$ cat src/rtl/invsqrt_pkg.sv
// Shared types and constants for the inverse-square-root stream adapter.
package invsqrt_pkg;

    localparam int unsigned INVSQRT_LATENCY = 5;

    localparam logic [31:0] FP_PINF = 32'h7F80_0000;
    localparam logic [31:0] FP_NINF = 32'hFF80_0000;
    localparam logic [31:0] FP_QNAN = 32'h7FC0_0000;

    typedef enum logic [1:0] {
        TagNorm  = 2'd0,
        TagPzero = 2'd1,
        TagNzero = 2'd2,
        TagNeg   = 2'd3
    } tag_e;

    // flush marks slots emptied by reset, so stale pipeline results are dropped silently
    typedef struct packed {
        logic flush;
        logic valid;
        tag_e tag;
    } tag_ent_t;

    function automatic tag_e classify(input logic [31:0] f);
        tag_e t;
        if (f == 32'h0000_0000) begin
            t = TagPzero;
        end else if (f == 32'h8000_0000) begin
            t = TagNzero;
        end else if (f[31]) begin
            t = TagNeg;
        end else begin
            t = TagNorm;
        end
        return t;
    endfunction

    function automatic logic [31:0] patch(input tag_e t, input logic [30:0] mag);
        logic [31:0] r;
        unique case (t)
            TagNorm:  r = {1'b0, mag};
            TagPzero: r = FP_PINF;
            TagNzero: r = FP_NINF;
            TagNeg:   r = FP_QNAN;
            default:  r = FP_QNAN;
        endcase
        return r;
    endfunction

endpackage

$ cat src/rtl/sync_fifo.sv
// Synchronous FIFO with output taken straight from storage flops.
module sync_fifo #(
    parameter int unsigned WIDTH = 32,
    parameter int unsigned DEPTH = 8
) (
    input  logic                     i_clk,
    input  logic                     i_rst,
    input  logic                     i_push,
    input  logic [WIDTH-1:0]         i_wdata,
    input  logic                     i_pop,
    output logic [WIDTH-1:0]         o_rdata,
    output logic                     o_full,
    output logic                     o_empty,
    output logic [$clog2(DEPTH):0]   o_count
);
    localparam int unsigned AW = $clog2(DEPTH);

    logic [WIDTH-1:0] r_mem [DEPTH];
    logic [AW-1:0]    r_wr_ptr;
    logic [AW-1:0]    r_rd_ptr;
    logic [AW:0]      r_count;
    logic             w_do_push;
    logic             w_do_pop;

    assign o_empty   = (r_count == '0);
    assign o_full    = (r_count == (AW + 1)'(DEPTH));
    assign o_count   = r_count;
    assign o_rdata   = r_mem[r_rd_ptr];
    assign w_do_pop  = i_pop && !o_empty;
    // a pop frees the slot this cycle, so a push into a full FIFO is still taken
    assign w_do_push = i_push && (!o_full || w_do_pop);

    always_ff @(posedge i_clk) begin
        if (i_rst) begin
            r_wr_ptr <= '0;
            r_rd_ptr <= '0;
            r_count  <= '0;
            for (int i = 0; i < DEPTH; i++) begin
                r_mem[i] <= '0;
            end
        end else begin
            if (w_do_push) begin
                r_mem[r_wr_ptr] <= i_wdata;
                r_wr_ptr        <= r_wr_ptr + 1'b1;
            end
            if (w_do_pop) begin
                r_rd_ptr <= r_rd_ptr + 1'b1;
            end
            r_count <= r_count + (AW + 1)'(w_do_push) - (AW + 1)'(w_do_pop);
        end
    end

endmodule

$ cat src/rtl/invsqrt_stream_adapter.sv
// Valid/ready wrapper around a fixed-latency, non-stallable inverse-sqrt pipeline
// with special-case patching and credit-based issue into a result FIFO.
module invsqrt_stream_adapter
    import invsqrt_pkg::*;
#(
    parameter int unsigned LATENCY = INVSQRT_LATENCY,
    parameter int unsigned DEPTH   = 8
) (
    input  logic        i_clk,
    input  logic        i_rst,
    input  logic        i_s_valid,
    output logic        o_s_ready,
    input  logic [31:0] i_s_data,
    output logic        o_pipe_valid,
    output logic [31:0] o_pipe_float_in,
    input  logic [30:0] i_pipe_float_out,
    input  logic        i_pipe_ready,
    output logic        o_m_valid,
    input  logic        i_m_ready,
    output logic [31:0] o_m_data,
    output logic        o_err
);
    localparam int unsigned CW = $clog2(DEPTH) + 1;

    logic          r_pipe_valid;
    logic [31:0]   r_pipe_float_in;
    tag_e          r_pipe_tag;
    tag_ent_t      r_sr [LATENCY];
    logic [CW-1:0] r_inflight;
    logic          r_err;

    logic          w_accept;
    tag_ent_t      w_tail;
    logic          w_push;
    logic          w_pop;
    logic          w_spurious;
    logic          w_overflow;
    logic          w_retire;
    logic [31:0]   w_wdata;
    logic [CW-1:0] w_fifo_count;
    logic [CW:0]   w_occ;
    logic          w_fifo_full;
    logic          w_fifo_empty;

    // occupancy counts issued-but-unreturned results, so the pipeline can never overrun the FIFO
    assign w_occ     = {1'b0, w_fifo_count} + {1'b0, r_inflight};
    assign o_s_ready = !i_rst && (w_occ < (CW + 1)'(DEPTH));
    assign w_accept  = i_s_valid && o_s_ready;

    assign w_tail     = r_sr[LATENCY-1];
    assign w_push     = i_pipe_ready && !w_tail.flush;
    assign w_spurious = w_push && !w_tail.valid;
    assign w_retire   = i_pipe_ready && w_tail.valid;
    assign w_pop      = o_m_valid && i_m_ready;
    assign w_overflow = w_push && w_fifo_full && !w_pop;
    assign w_wdata    = patch(w_tail.tag, i_pipe_float_out);

    always_ff @(posedge i_clk) begin
        if (i_rst) begin
            r_pipe_valid    <= 1'b0;
            r_pipe_float_in <= '0;
            r_pipe_tag      <= TagNorm;
            r_inflight      <= '0;
            r_err           <= 1'b0;
            for (int i = 0; i < LATENCY; i++) begin
                r_sr[i] <= '{flush: 1'b1, valid: 1'b0, tag: TagNorm};
            end
        end else begin
            r_pipe_valid <= w_accept;
            r_pipe_tag   <= w_accept ? classify(i_s_data) : TagNorm;
            if (w_accept) begin
                r_pipe_float_in <= i_s_data;
            end
            r_sr[0] <= '{flush: 1'b0, valid: r_pipe_valid, tag: r_pipe_tag};
            for (int i = 1; i < LATENCY; i++) begin
                r_sr[i] <= r_sr[i-1];
            end
            r_inflight <= r_inflight + CW'(w_accept) - CW'(w_retire);
            r_err      <= r_err | w_spurious | w_overflow;
        end
    end

    assign o_pipe_valid    = r_pipe_valid;
    assign o_pipe_float_in = r_pipe_float_in;
    assign o_err           = r_err;
    assign o_m_valid       = !w_fifo_empty;

    sync_fifo #(
        .WIDTH (32),
        .DEPTH (DEPTH)
    ) u_fifo (
        .i_clk   (i_clk),
        .i_rst   (i_rst),
        .i_push  (w_push),
        .i_wdata (w_wdata),
        .i_pop   (w_pop),
        .o_rdata (o_m_data),
        .o_full  (w_fifo_full),
        .o_empty (w_fifo_empty),
        .o_count (w_fifo_count)
    );

endmodule

$ cat config.mk
export PLATFORM = sky130hd
export DESIGN_NAME = invsqrt_stream_adapter
export DESIGN_NICKNAME = d
export VERILOG_FILES = /design/src/rtl/invsqrt_pkg.sv /design/src/rtl/sync_fifo.sv /design/src/rtl/invsqrt_stream_adapter.sv
export SDC_FILE = /design/constraint.sdc
export NUM_CORES = 1
export LEC_CHECK = 0
export ABC_CLOCK_PERIOD_IN_PS = 3000
export CAP_MARGIN = 20
export CORE_MARGIN = 2
export CORE_UTILIZATION = 40
export CTS_CLUSTER_DIAMETER = 200
export DETAILED_ROUTE_END_ITERATION = 10
export PLACE_DENSITY_LB_ADDON = 0.15
export SYNTH_ARGS = -nofsm -noshare
export SYNTH_HDL_FRONTEND = slang
export SYNTH_SLANG_ARGS = --single-unit
$ cat constraint.sdc
create_clock -name i_clk -period 3 [get_ports i_clk]
set_clock_uncertainty 0.1 [all_clocks]
set_input_delay 0.6 -clock i_clk [delete_from_list [all_inputs] [get_ports i_clk]]
set_output_delay 0.6 -clock i_clk [all_outputs]
set_load 0.01 [all_outputs]
==> impl_metrics.toml, run 1 <==
[power_and_ir_drop]
p_switching_mw = 3.228
peakVddDrop_mv = 0.4447
p_leak_nw = 6.278
power.share.sequential = 0.417
p_clk_frac = 0.342
internal-power_mw = 9.453
switching_share = 0.2545
p_total_mw = 12.68
power_per_cell_area_mw_per_mm2 = 735.1
combPwrFrac = 0.241

[clock_network]
clkLatencyLatePin_ns = 0.52
numClockSinks = 329
postCtsHoldBufs = 0
clock_path_buffers = 3
cts_buffers = 37
path_clk_slew_ns = 0.06
tritoncts = "yes"
cts-htree-levels = 2
cts_root_buffer = "clkbuf_16"

[synthesis]
ys_types = 38
synthCells = 1009
syn-mean-instance-area_um2 = 13.55
yosysWarnings = 0
synth_nets = 1094
yosys.cell_count.top_type = "nor2_1"
synth-seq-cells = 329
yosysTopAreaCellShare = 0.5622
synth_seq_area_share = 0.6691
ys_top_cells_by_count = "278 x nor2_1, 256 x edfxtp_1, 93 x nand2_1"
synth_area_leaders = "edfxtp_1 56%, dfxtp_1 11%, mux4_2 11%"
synth_largest_area_cell = "edfxtp_1"
synth.cell_area_mm2 = 0.01367
ys.flop_type = "edfxtp_1"
synthArstFlopShare = 0
synth_edf_count = 256

[drt]
viasPerCell = 5.055
drtAntennaViolNets = 0
vias = 8392
drt-total-wl_um = 33480
drcViolationCount = 0
drtIter0Drc = 527
dr.pass1.iters = 5
wl_per_cell_um = 20.17

[global_route]
grt_first_pass_wirelength_um = 52280
grt_pass1_vias = 8927
grtUsageTotal = 0.1923
grt_max_degree = 64
antenna_found_initial = 0
gr-total-overflow = 0

[cells_and_area]
finalNonFillerCells = 1660
drive_gt1_frac = 0.2112
syn2layout_area_growth_pct = 26.16
nets = 1271
fillers = 2901
antenna-diode-count = 0
multi_input_area_mm2 = 0.004199
utilization = 0.5132
register_area_mm2 = 0.009155

[setup_path]
cp_common_cell = "buf_12"
cp_max_fo = 8
critical_path_class = "register to output port"
crit_chain = "buf_12 -> buf_12 -> mux4_2 -> mux2_4 -> dlygate4sd2_1"
crit_path_end_kind = "output port"
worst-path-buf-inv = 3
r2r-start = "u_fifo.o_count[2]"
crit_family = "multiplexers"
crit_required_ns = 2.30
worst_ep_arrival_time_ns = 2.24
slowest_stage = "mux4_2"
cp_slowest_stage_delay_ns = 0.51
cp-start-kind = "register"

[floorplan]
core_mm2 = 0.03362
fp-row-count = 67
die_width_um = 188.9
ios = 136
dieHeight_um = 188.9
dieArea_mm2 = 0.03568
start_util = 0.4067

[sta]
setup_viol = 0
slew_viol_final = 0
fin_setup_tns_ns = 0
hold_violations = 0
max_freq_mhz = 340.3
slew-limit-headroom = 0.5667
holdWs_ns = 0.3090
tightest_slew_ns = 0.6500
fin_crit_ns = 2.938
rsz0062_at_grt = "true"
min_period_over_period = 0.9795

[worst_hold_path]
hold_class = "register to register"
hold_start = "r_sr[0][3]"

[job]
timing.max_cap.violations = 0

[placement]
routabilityCongestion = 0.7326
dpl.cell_count = 1573
io_buffers = 135
hpwl_um = 19410

[run_status]
outcome = "finished clean"
final timing paths:
path	endpoint	slack, ns	cells after the start
min reg2reg	r_sr[0][7]	0.31	1
min	r_sr[0][7]	0.31	1
max reg2reg	u_fifo.o_count[2]	0.32	12
max	o_m_data[31]	0.06	5
cells in the final DEF, fill, tap and decap left out, types with 24 or more instances in the layout:
cell type        Yosys  routed
a21oi_1             39      39
buf_12               0      24
buf_4               10      33
clkbuf_16            0      38
clkdlybuf4s50_1      0     102
dfxtp_1             73      70
edfxtp_1           256     256
mux2_2              32      26
mux4_2              64      64
nand2_1             93      93
nor2_1             278     277
what timing repair did:
action                                  CTS  global route
gates cloned                              4             1
endpoints found under the setup margin   32            28
gates resized for setup                  95            18
buffers inserted                         18             3
kinds of logic (layout without fill, tap and decap cells):
logic type,count (synthesis),count (layout),synth area share
AOI/OAI and AO/OA,49,49,0.02059
muxes,97,97,0.1325
buffers and inverters,79,282,0.02709
xor gates and xnor gates,9,9,0.005765
and+or+nand+nor,429,429,0.1283
adders and majority gates,17,17,0.01665
DFF,329,329,0.6691
cell type report:
class,instances,share of cell area
flip-flops and latches,329,0.5307
clock buffers,46,0.05621
multi-input cells,601,0.2434
well taps,448,0.03249
clock inverters,19,0.01081
repair buffers,199,0.1224
inverters,18,0.003917
registers in the layout, summed over array words and instances, names as in the netlist, named ones only:
| name | count |
|---|---|
| u_fifo.r_mem | 256 |
| o_pipe_float_in | 32 |
| r_sr | 20 |
| r_inflight | 4 |
| u_fifo.o_count | 4 |
| u_fifo.r_rd_ptr | 3 |
| u_fifo.r_wr_ptr | 3 |
| r_pipe_tag | 2 |
| o_err | 1 |
| o_pipe_valid | 1 |
metrics by stage:
| step | instance area, µm² | setup WS, ns |
|---|---|---|
| 2_1_floorplan | 13670 | 0.2815 |
| 5_1_grt | 17250 | 0.0002387 |
| 3_3_place_gp | 15860 | 0.3120 |
| 6_report | 17250 | 0.06155 |
| 3_5_place_dp | 15860 | 0.3013 |
| 4_1_cts | 17340 | -0.09333 |
metal layers:
layer	share of wire	global-route usage	routed length [µm]	vias up
li1	-	-	-	3930
met4	0.017	0.04267	553	0
met1	0.42	0.2491	14160	4189
met5	0	0	0	-
met2	0.49	0.3299	16500	237
met3	0.067	0.04541	2256	36
power by group through the flow:
stage                     Combinational (mW)  Clock (mW)  Sequential [mW]
after floorplan                         1.68           0             5.36
after detailed placement                2.75           0             5.38
after global routing                    3.34        4.61             5.31
after global placement                  2.74           0             5.37
final                                   3.06        4.34             5.28
after CTS                               3.22        4.43             5.28
Note: power is estimated with default switching activity, not from simulation.
==> run 2: changes to the inputs <==
CORE_UTILIZATION = 44   (was 40)
==> run 2 against run 1 <==
Effect of this change: combinational power down 1%; count of clock-buffer cells in the layout up 4; register-to-register slack got worse by 0.04 ns; worst hold slack got worse by 0.0084 ns; global-route usage grew 1.1 points; largest cell class unchanged.
==> impl_metrics.toml, run 2 (synthesized netlist as in run 1, its figures left out) <==
[cells_and_area]
syn2layout_area_growth_pct = 25.31
nets = 1265
largest-register = "u_fifo.r_mem"
fillers = 2544
fin_area_mm2 = 0.01713
antenna-diode-count = 0
final_cell_mix = "277 x nor2_1, 256 x edfxtp_1, 102 x clkdlybuf4s50_1, 93 x nand2_1, 70 x dfxtp_1"
drive_gt1_frac = 0.2114
final_common_cell = "nor2_1"
largest_reg_flops = 256

[setup_path]
cp_common_cell = "buf_6"
slowest_stage = "mux4_2"
cp_max_fo = 7
r2r-start = "u_fifo.o_count[2]"
crit_family = "multiplexers"
cp_slowest_stage_delay_ns = 0.48
worst_ep_arrival_time_ns = 2.27
cp-start-kind = "register"
worst-path-buf-inv = 5
crit_required_ns = 2.30
critical_path_class = "register to output port"
crit_path_end_kind = "output port"
crit_chain = "buf_6 -> buf_12 -> buf_16 -> buf_6 -> mux4_2 -> mux2_4 -> buf_6"

[drt]
drt-total-wl_um = 32870
dr.pass1.iters = 5
drcViolationCount = 0
drtAntennaViolNets = 0
wl_per_cell_um = 20.52
vias = 8542
viasPerCell = 5.332
drtIter0Drc = 749

[floorplan]
ios = 136
start_util = 0.4470
dieArea_mm2 = 0.03250
die_width_um = 180.3
fp-row-count = 64
core_mm2 = 0.03059
dieHeight_um = 180.3

[sta]
holdWs_ns = 0.3006
fin_crit_ns = 2.966
slew_viol_final = 0
hold_violations = 0
max_freq_mhz = 337.1
setup_viol = 0
tightest_slew_ns = 0.6040
rsz0062_at_grt = "true"
slew-limit-headroom = 0.5973
min_period_over_period = 0.9888

[clock_network]
path_clk_slew_ns = 0.06
cts_buffers = 35
cts-htree-levels = 2
cts_root_buffer = "clkbuf_16"
clock_path_buffers = 3
clkLatencyLatePin_ns = 0.51
tritoncts = "yes"
numClockSinks = 329

[run_status]
outcome = "finished clean"

[power_and_ir_drop]
power_per_cell_area_mw_per_mm2 = 740.5
peakVddDrop_mv = 0.4406
p_total_mw = 12.69
p_leak_nw = 6.258

[global_route]
grt_max_degree = 54
gr-total-overflow = 0
grtUsageTotal = 0.2036
antenna_found_initial = 0
grt_pass1_vias = 8729
grt_first_pass_wirelength_um = 51000

[placement]
routabilityCongestion = 0.7245
hpwl_um = 18400
postPlaceCellArea_mm2 = 0.01571
io_buffers = 135

[job]
timing.max_cap.violations = 0

[worst_hold_path]
hold_class = "register to register"
hold_start = "r_sr[0][7]"
==> run 2: cell types whose count changed in the layout (fill, tap and decap cells not counted), moves of 2 or more <==
cell	previous run	this run
dlygate4sd2_1	5	1
clkbuf_8	1	6
clkinv_1	7	2
mux2_4	6	8
inv_6	2	0
buf_4	33	31
buf_2	9	13
clkbuf_2	10	6
buf_6	7	11
buf_12	24	17
clkdlybuf4s15_1	5	9
mux2_2	26	24
==> run 2: final timing paths <==
check                                         end  slack, ns  cells past startpoint
worst max-delay path                 o_m_data[23]       0.03                      7
worst max register to register  u_fifo.o_count[2]       0.28                     12
worst min-delay path                  r_sr[0][11]       0.30                      1
worst min register to register        r_sr[0][11]       0.30                      1
==> run 2: final cells by class <==
type / instances / area (µm²) / share of cell area
clock buffers: 50 / 1035 / 0.06039
clock inverters: 13 / 142.6 / 0.008325
inverters: 18 / 67.56 / 0.003943
multi-input cells: 601 / 4207 / 0.2455
flip-flops and latches: 329 / 9155 / 0.5343
well taps: 396 / 495.5 / 0.02892
repair buffers: 195 / 2032 / 0.1186
==> run 2: worst reg2reg max path: cells and delay by family, from the launching register on <==
family | cells | cell delay (ns)
buffers and inverters | 4 | 0.29
DFF | 1 | 0.32
and+or+nand+nor | 3 | 0.71
xor gates and xnor gates | 1 | 0.16
adders and majority gates | 4 | 1.02
==> run 2: timing repair <==
item	4_1_cts	5_1_grt
hold buffers	0	0
gates resized for setup	95	30
gates cloned	4	1
setup endpoints to repair	32	25
buffers inserted	11	4
==> run 2: per-stage QoR <==
step | worst slack [ns] | TNS [ns] | utilization | cells
finish | 0.03360 | 0 | 0.5601 | 1602
global route | -0.02617 | -0.06927 | 0.5601 | 1602
CTS | -0.1639 | -0.3875 | 0.5589 | 1599
detailed placement | 0.2512 | 0 | 0.5135 | 1521
global placement | 0.2571 | 0 | 0.5135 | 1521
floorplan | 0.2815 | 0 | - | 1009
==> run 2: metal layers <==
metal | track usage | vias up | routed length [µm]
li1 | - | 3919 | -
met1 | 0.2720 | 4285 | 13810
met2 | 0.3484 | 294 | 16370
met3 | 0.03476 | 44 | 2103
met4 | 0.05000 | 0 | 589
met5 | 0 | - | 0
==> run 2: power by group <==
group,total [mW],leakage (nW),internal [mW],switching (mW)
clock,4.37,0.577,2.66,1.71
sequential,5.29,3.24,5.15,0.138
combinational,3.02,2.44,1.72,1.31
==> run 3: changes to the inputs <==
--- a/constraint.sdc
+++ b/constraint.sdc
@@ -4,2 +4,2 @@
 set_output_delay 0.6 -clock i_clk [all_outputs]
-set_load 0.01 [all_outputs]
+set_load 0.05 [all_outputs]
==> run 3 against run 2 <==
Effect of this change: non-clock buffer count shrank 18; clock power fell by 5.0%; first-iteration DRC count fell by 12%; global-route usage fell by 0.35 points; fmax rose by 0.54%; core utilization shrank 0.92 points; critical endpoint is now o_m_data[10].
==> impl_metrics.toml, run 3 (synthesized netlist as in run 1, its figures left out) <==
[power_and_ir_drop]
p_total_mw = 12.96
p_leak_nw = 6.101
power_per_cell_area_mw_per_mm2 = 768.8
peakVddDrop_mv = 0.4282

[sta]
max_freq_mhz = 338.9
tightest_slew_ns = 0.6221
setup_viol = 0
slew-limit-headroom = 0.5837
slew_viol_final = 0
fin_crit_ns = 2.950
rsz0062_at_grt = "true"
hold_violations = 0
fin_setup_tns_ns = 0
min_period_over_period = 0.9835
holdWs_ns = 0.3055

[drt]
drtIter0Drc = 656
dr.pass1.iters = 5
drt-total-wl_um = 32290
drcViolationCount = 0
drtAntennaViolNets = 0
wl_per_cell_um = 20.39
viasPerCell = 5.277
vias = 8358

[clock_network]
cts_buffers = 35
cts-htree-levels = 2
path_clk_slew_ns = 0.06
post_cts_buffers = 0
clock_path_buffers = 3
numClockSinks = 329
postCtsHoldBufs = 0
cts_root_buffer = "clkbuf_16"
tritoncts = "yes"
clkLatencyLatePin_ns = 0.51

[cells_and_area]
nets = 1247
final_common_cell = "nor2_1"
antenna-diode-count = 0
final_cell_mix = "277 x nor2_1, 256 x edfxtp_1, 100 x clkdlybuf4s50_1, 93 x nand2_1, 70 x dfxtp_1"
largest-register = "u_fifo.r_mem"
drive_gt1_frac = 0.2037
finalNonFillerCells = 1584
syn2layout_area_growth_pct = 23.24
largest_reg_flops = 256

[setup_path]
cp-start-kind = "register"
slowest_stage = "mux4_2"
cp_max_fo = 18
critical_path_class = "register to output port"
crit_chain = "clkbuf_16 -> mux4_2 -> mux2_4 -> buf_6"
cp_slowest_stage_delay_ns = 0.53
r2r-start = "u_fifo.o_count[2]"
crit_path_end_kind = "output port"
crit_required_ns = 2.30
worst_ep_arrival_time_ns = 2.25

[global_route]
grtUsageTotal = 0.2001
gr-total-overflow = 0
grt_first_pass_wirelength_um = 50170
grt_pass1_vias = 8649
antenna_found_initial = 0
grt_max_degree = 65

[floorplan]
dieArea_mm2 = 0.03250
dieHeight_um = 180.3
fp-row-count = 64
start_util = 0.4470
core_mm2 = 0.03059
die_width_um = 180.3
ios = 136

[job]
timing.max_cap.violations = 0

[placement]
hpwl_um = 18720
routabilityCongestion = 0.7306
dpl.cell_count = 1519
io_buffers = 135

[worst_hold_path]
hold_start = "r_sr[0][7]"
hold_class = "register to register"

[run_status]
outcome = "finished clean"
==> run 3: cell type report <==
class	count	area (µm²)
timing repair buffer	177	1849
inverter	18	67.56
tap	396	495.5
clock buffer	50	972.2
clock inverter	13	120.1
sequential	329	9155
multi-input combinational	601	4192
fill	2573	13740
==> run 3: critical path: cells and delay by family (launching register included) <==
| family | cells | cell delay (ns) |
|---|---|---|
| multiplexers | 2 | 0.83 |
| flip-flops | 1 | 0.47 |
| buffers and inverters | 2 | 0.43 |
==> run 3: what timing repair did <==
| item | in CTS | in global routing |
|---|---|---|
| setup endpoints to repair | 11 | 19 |
| cloned | 0 | 2 |
| resized for setup | 6 | 20 |
| pin swaps | 0 | 0 |
==> run 3: worst paths after layout <==
path / slack (ns) / end / cells after the start
setup reg to reg: 0.31 / u_fifo.o_count[2] / 12
hold reg to reg: 0.31 / r_sr[0][11] / 1
setup / recovery: 0.05 / o_m_data[10] / 4
hold / removal: 0.31 / r_sr[0][11] / 1
==> run 3: metal layers <==
metal  share of wire  track usage  vias up
met5               0            0        -
met4           0.017      0.05355        0
met3           0.062      0.03941       42
met2            0.48       0.3311      243
met1            0.44       0.2719     4187
li1                -            -     3886
==> run 3: per-stage QoR <==
step                      cell area, µm²  worst slack [ns]  utilization
after floorplan                    13670            0.2815            -
after global placement             15610            0.2831       0.5103
after detailed placement           15610            0.2359       0.5103
after CTS                          16720          0.001027       0.5467
after global routing               16850          -0.01769       0.5509
final                              16850           0.04950       0.5509
==> run 3: report_power, final <==
group	switching (mW)	internal [mW]	total (mW)
registers	0.149	5.16	5.30
logic	1.97	1.53	3.51
clock network	1.71	2.44	4.15
total	3.83	9.12	13.0
